`src/rtl/alu24_sched.sv`:
```
// Round-robin scheduler sharing one 24-bit ALU between two requesters.
// Holds registered operands for ALU_LAT cycles, then returns the result (or product as two beats).
module alu24_sched #(
  parameter logic [2:0]  MUL_OP  = 3'b011,
  parameter int unsigned ALU_LAT = 1
) (
  input  logic        clk,
  input  logic        reset,

  input  logic        req0_valid,
  output logic        req0_ready,
  input  logic [23:0] req0_a,
  input  logic [23:0] req0_b,
  input  logic [2:0]  req0_op,
  input  logic        req0_bneg,
  input  logic [3:0]  req0_shamt,

  input  logic        req1_valid,
  output logic        req1_ready,
  input  logic [23:0] req1_a,
  input  logic [23:0] req1_b,
  input  logic [2:0]  req1_op,
  input  logic        req1_bneg,
  input  logic [3:0]  req1_shamt,

  output logic [23:0] alu_a,
  output logic [23:0] alu_b,
  output logic [2:0]  alu_op,
  output logic        alu_bnegate,
  output logic [3:0]  alu_shamt,
  input  logic [23:0] alu_result,
  input  logic [47:0] alu_mul,
  input  logic        alu_zero,
  input  logic        alu_overflow,
  input  logic        alu_carry,

  output logic        rsp_valid,
  input  logic        rsp_ready,
  output logic        rsp_id,
  output logic [23:0] rsp_data,
  output logic        rsp_last,
  output logic [2:0]  rsp_flags,
  output logic        busy
);

  // state   | meaning
  // IDLE    | arbitrating, ready offered to the round-robin winner
  // EXEC    | ALU operands held, settle counter running
  // RESP_LO | first (or only) response beat presented
  // RESP_HI | upper product half presented
  typedef enum logic [1:0] {IDLE, EXEC, RESP_LO, RESP_HI} state_t;

  localparam logic [3:0] LAT_INIT = 4'(ALU_LAT - 1);

  state_t      state;
  logic [3:0]  cnt;
  logic        last_grant;
  logic [23:0] mul_hi;
  logic        grant0;
  logic        grant1;
  logic        take0;
  logic        take1;

  // A lone valid requester always wins; on contention the one not granted last wins.
  always_comb begin
    grant0 = req0_valid && (!req1_valid || last_grant);
    grant1 = req1_valid && (!req0_valid || !last_grant);
  end

  assign req0_ready = (state == IDLE) && grant0;
  assign req1_ready = (state == IDLE) && grant1;
  assign take0      = req0_valid && req0_ready;
  assign take1      = req1_valid && req1_ready;
  assign busy       = (state != IDLE);

  always_ff @(posedge clk) begin
    if (reset) begin
      state       <= IDLE;
      cnt         <= '0;
      last_grant  <= 1'b1;
      mul_hi      <= '0;
      alu_a       <= '0;
      alu_b       <= '0;
      alu_op      <= '0;
      alu_bnegate <= 1'b0;
      alu_shamt   <= '0;
      rsp_valid   <= 1'b0;
      rsp_id      <= 1'b0;
      rsp_data    <= '0;
      rsp_last    <= 1'b0;
      rsp_flags   <= '0;
    end else begin
      case (state)
        IDLE: begin
          if (take0 || take1) begin
            alu_a       <= take1 ? req1_a     : req0_a;
            alu_b       <= take1 ? req1_b     : req0_b;
            alu_op      <= take1 ? req1_op    : req0_op;
            alu_bnegate <= take1 ? req1_bneg  : req0_bneg;
            alu_shamt   <= take1 ? req1_shamt : req0_shamt;
            rsp_id      <= take1;
            last_grant  <= take1;
            cnt         <= LAT_INIT;
            state       <= EXEC;
          end
        end
        EXEC: begin
          if (cnt == 4'd0) begin
            rsp_flags <= {alu_zero, alu_overflow, alu_carry};
            rsp_valid <= 1'b1;
            if (alu_op == MUL_OP) begin
              rsp_data <= alu_mul[23:0];
              mul_hi   <= alu_mul[47:24];
              rsp_last <= 1'b0;
            end else begin
              rsp_data <= alu_result;
              rsp_last <= 1'b1;
            end
            state <= RESP_LO;
          end else begin
            cnt <= cnt - 4'd1;
          end
        end
        RESP_LO: begin
          if (rsp_ready) begin
            if (rsp_last) begin
              rsp_valid <= 1'b0;
              state     <= IDLE;
            end else begin
              rsp_data <= mul_hi;
              rsp_last <= 1'b1;
              state    <= RESP_HI;
            end
          end
        end
        RESP_HI: begin
          if (rsp_ready) begin
            rsp_valid <= 1'b0;
            state     <= IDLE;
          end
        end
        default: state <= IDLE;
      endcase
    end
  end

endmodule

```
`config.mk`:
```
export PLATFORM = sky130hd
export DESIGN_NAME = alu24_sched
export DESIGN_NICKNAME = d
export VERILOG_FILES = /design/src/rtl/alu24_sched.sv
export SDC_FILE = /design/constraint.sdc
export NUM_CORES = 1
export LEC_CHECK = 0
export CAP_MARGIN = 20
export CORE_AREA = 2 2 109 111
export CTS_BUF_LIST = sky130_fd_sc_hd__clkbuf_2
export DETAILED_ROUTE_END_ITERATION = 8
export DIE_AREA = 0 0 111 113
export DONT_BUFFER_PORTS = 1
export PLACE_DENSITY = 0.74
export SLEW_MARGIN = 0
export SYNTH_ARGS = -nofsm -noshare
export SYNTH_HDL_FRONTEND = slang
export SYNTH_SLANG_ARGS = --single-unit
```
`constraint.sdc`:
```
create_clock -name clk -period 2.4 [get_ports clk]
set_clock_uncertainty 0.2 [all_clocks]
set_input_delay 0.48 -clock clk [delete_from_list [all_inputs] [get_ports clk]]
set_output_delay 0.48 -clock clk [all_outputs]
set_load 0.02 [all_outputs]
```
==> qor.json <==
{
  "sta": {
    "timing.hold.ws_ps": -328,
    "period_share_pct": 96.5,
    "finalSetupViolCount": 0,
    "max_slew.worst_pin.slew_ps": 986,
    "max_clock_freq_mhz": 432,
    "slew_hr_pct": 34.0,
    "hold_violations": 82,
    "min_tclk_post_route_ps": 2320,
    "finalMaxSlewViolations": 0
  },
  "cts": {
    "cts_h_tree_lvls": 4,
    "clkLatencyLatePin_ps": 650,
    "cts_inserted_buffers": 17,
    "cts.root.buffer_cell": "sky130_fd_sc_hd__clkbuf_2",
    "clock_tree_from_tritoncts": "yes",
    "cts.clk_slew.worst_paths_ps": 160,
    "cts_hold_repair.buffers": 58,
    "max-clock-path-buffers": 2,
    "cts_num_sinks": 117
  },
  "floorplanning": {
    "initial_core_utilization_pct": 48.3,
    "floorplan.rows": 39,
    "ioPinCount": 281,
    "floorplan.die.width_um": 111,
    "die_area_um2": 12500,
    "coreArea_um2": 11300,
    "dieHeight_um": 113
  },
  "synthesis": {
    "ys_types": 42,
    "synth-edff-count": 0,
    "synth_seq_cells": 117,
    "synth.cell_area_um2": 5440,
    "postSynthNetCount": 847,
    "ys_warn_count": 0,
    "async_sr_flop_fraction_pct": 0,
    "synth_top_flop_cell": "sky130_fd_sc_hd__dfxtp_1",
    "synth_seq_area_share_pct": 43.0,
    "synthCells": 654,
    "post_synth.cell_area_avg_um2": 8.32
  },
  "min_path": {
    "hp-class": "input port to flip-flop"
  },
  "global_route": {
    "grt_pass1_wl_um": 24500,
    "number_of_global_route_vias_before_repair": 4845,
    "grt_util_all_layers_pct": 24.4,
    "grt_max_degree": 96,
    "grt_overflow_total": 0,
    "grt_antenna_before_repair": 0
  },
  "flow_run": {
    "max_cap_viol_count": 0
  },
  "outcome": {
    "status": "finished with violations",
    "violations": "hold timing"
  },
  "cells_and_area": {
    "layout.cells.most_common_list": "sky130_fd_sc_hd__nand2_1 (218), sky130_fd_sc_hd__dfxtp_1 (110), sky130_fd_sc_hd__nor2_1 (84), sky130_fd_sc_hd__dlygate4sd3_1 (58), sky130_fd_sc_hd__a311oi_2 (40)",
    "diodes": 0,
    "layout.filler_cells": 971,
    "finalNonFillerCells": 849,
    "layout_commonest_cell": "sky130_fd_sc_hd__nand2_1",
    "area_growth_syn_to_layout_pct": 15.9,
    "final_layout_size_suffix_gt1_share_pct": 15.2,
    "nets": 886
  },
  "critical_path": {
    "worst-endpoint-required_ps": 2740,
    "endpoint_kind": "flip-flop",
    "start_kind": "flip-flop",
    "worstSetupPathType": "flip-flop to flip-flop",
    "critical_path_arrival_ps": 2660,
    "path_max_fanout": 4
  },
  "pwr": {
    "power.density_nw_per_um2": 1350,
    "vdd.ir_drop.worst_v": 0.000967,
    "p_leak_uw": 0.00244
  },
  "route": {
    "route.antenna.remaining_nets": 0,
    "detail_route.first_pass.iterations": 5,
    "totalWireLength_um": 15600,
    "via_count": 5021,
    "drc": 0,
    "dr.first_iter.drc_count": 613,
    "drt-vias-per-instance": 5.91,
    "post_drt_wl_per_cell_um": 18.3
  },
  "place": {
    "gp_congestion": 0.891,
    "hpwlAfterDp_um": 10300,
    "dp.cells": 754,
    "port_buffers": 0
  }
}
## where the power goes
group | switching (uW) | internal [uW]
sequential | 1240 | 2590
combinational | 1880 | 1540
clock | 731 | 566
total | 3850 | 4700
## routing by layer
| metal | routed length (um) | up-vias | part of all wire (%) | global-route usage (%) |
|---|---|---|---|---|
| li1 | - | 2341 | - | - |
| met1 | 5670 | 2289 | 36 | 27.2 |
| met2 | 7760 | 354 | 50 | 41.9 |
| met3 | 1770 | 37 | 11 | 9.43 |
| met4 | 367 | 0 | 2.4 | 10.3 |
| met5 | 0 | - | 0 | 0 |
## repair_timing
action	CTS	global route
endpoints found under the setup margin	2	29
endpoints found under the hold margin	117	106
gates cloned	0	0
pin swaps	1	3
resized for setup	3	15
setup buffers	2	3
## Yosys cell counts, drive strengths merged, types with 5 or more instances
cell    number  area share, %
nor3         5           0.87
a22o        25            4.2
clkbuf      21            1.4
dfxtp      117             43
nand2      218             15
buf         32            4.6
nor2        87            6.3
a311oi      57             14
inv          7           0.48
a31oi       26            3.0
a21oi       32            2.9
## worst max-delay path, stage by stage (launching register included)
cell                            delay (ps)
sky130_fd_sc_hd__dfxtp_2               350
sky130_fd_sc_hd__inv_1                  90
sky130_fd_sc_hd__ha_4                  140
sky130_fd_sc_hd__or3b_4                420
sky130_fd_sc_hd__a22o_4                260
sky130_fd_sc_hd__mux2i_1               150
sky130_fd_sc_hd__nor2_1                 50
sky130_fd_sc_hd__dlygate4sd3_1         560
## cell families (layout without fill, tap and decap cells)
group / after synthesis / after routing / synth area share, %
buffers and inverters: 60 / 112 / 6.48
adder cells (fa/ha/maj): 1 / 1 / 0.230
flip-flops: 117 / 117 / 43.0
XOR/XNOR: 1 / 1 / 0.161
AND/OR/NAND/NOR: 328 / 328 / 24.6
AO/OA/AOI/OAI: 145 / 145 / 25.1
multiplexers: 2 / 2 / 0.368
## final timing paths
kind / start / end / slack [ps] / depth (start not counted)
worst max-delay path: cnt[0] / cnt[1] / 80 / 7
worst max register to register: cnt[0] / cnt[1] / 80 / 7
worst min-delay path: reset / mul_hi[22] / -330 / 1
worst min register to register: mul_hi[19] / mul_hi[19] / 260 / 2
## stage by stage
step | worst slack (ps) | util [%] | cell area (um^2) | power (uW) | TNS, ps
after global placement | 250 | 48.0 | 5410 | 6510 | 0
after global routing | -6.41 | 56.0 | 6310 | 9060 | -6.41
final | 84.6 | 56.0 | 6310 | 8540 | 0
after floorplan | 549 | - | 5440 | 6210 | 0
after CTS | 13.3 | 55.4 | 6250 | 8370 | 0
after detailed placement | 148 | 48.0 | 5410 | 6660 | 0
## registers in the layout, summed over array words and instances (netlist names)
register	flops
state	2
alu_shamt	4
cnt	4
rsp_data	24
alu_op	3
rsp_last	1
alu_a	24
alu_bnegate	1
rsp_flags	3
last_grant	1
rsp_valid	1
mul_hi	24
rsp_id	1
alu_b	24
## layout make-up
type                            instances  area, um^2  area share [%]
Clock buffer                           19        95.1            1.51
Clock inverter                         13         139            2.20
Inverter                                7        31.3           0.496
Multi-Input combinational cell        477        2770            43.9
Sequential cell                       117        2350            37.3
Tap cell                              143         179            2.84
Timing Repair Buffer                   73         742            11.8
Note: power is estimated with default switching activity, not from simulation.
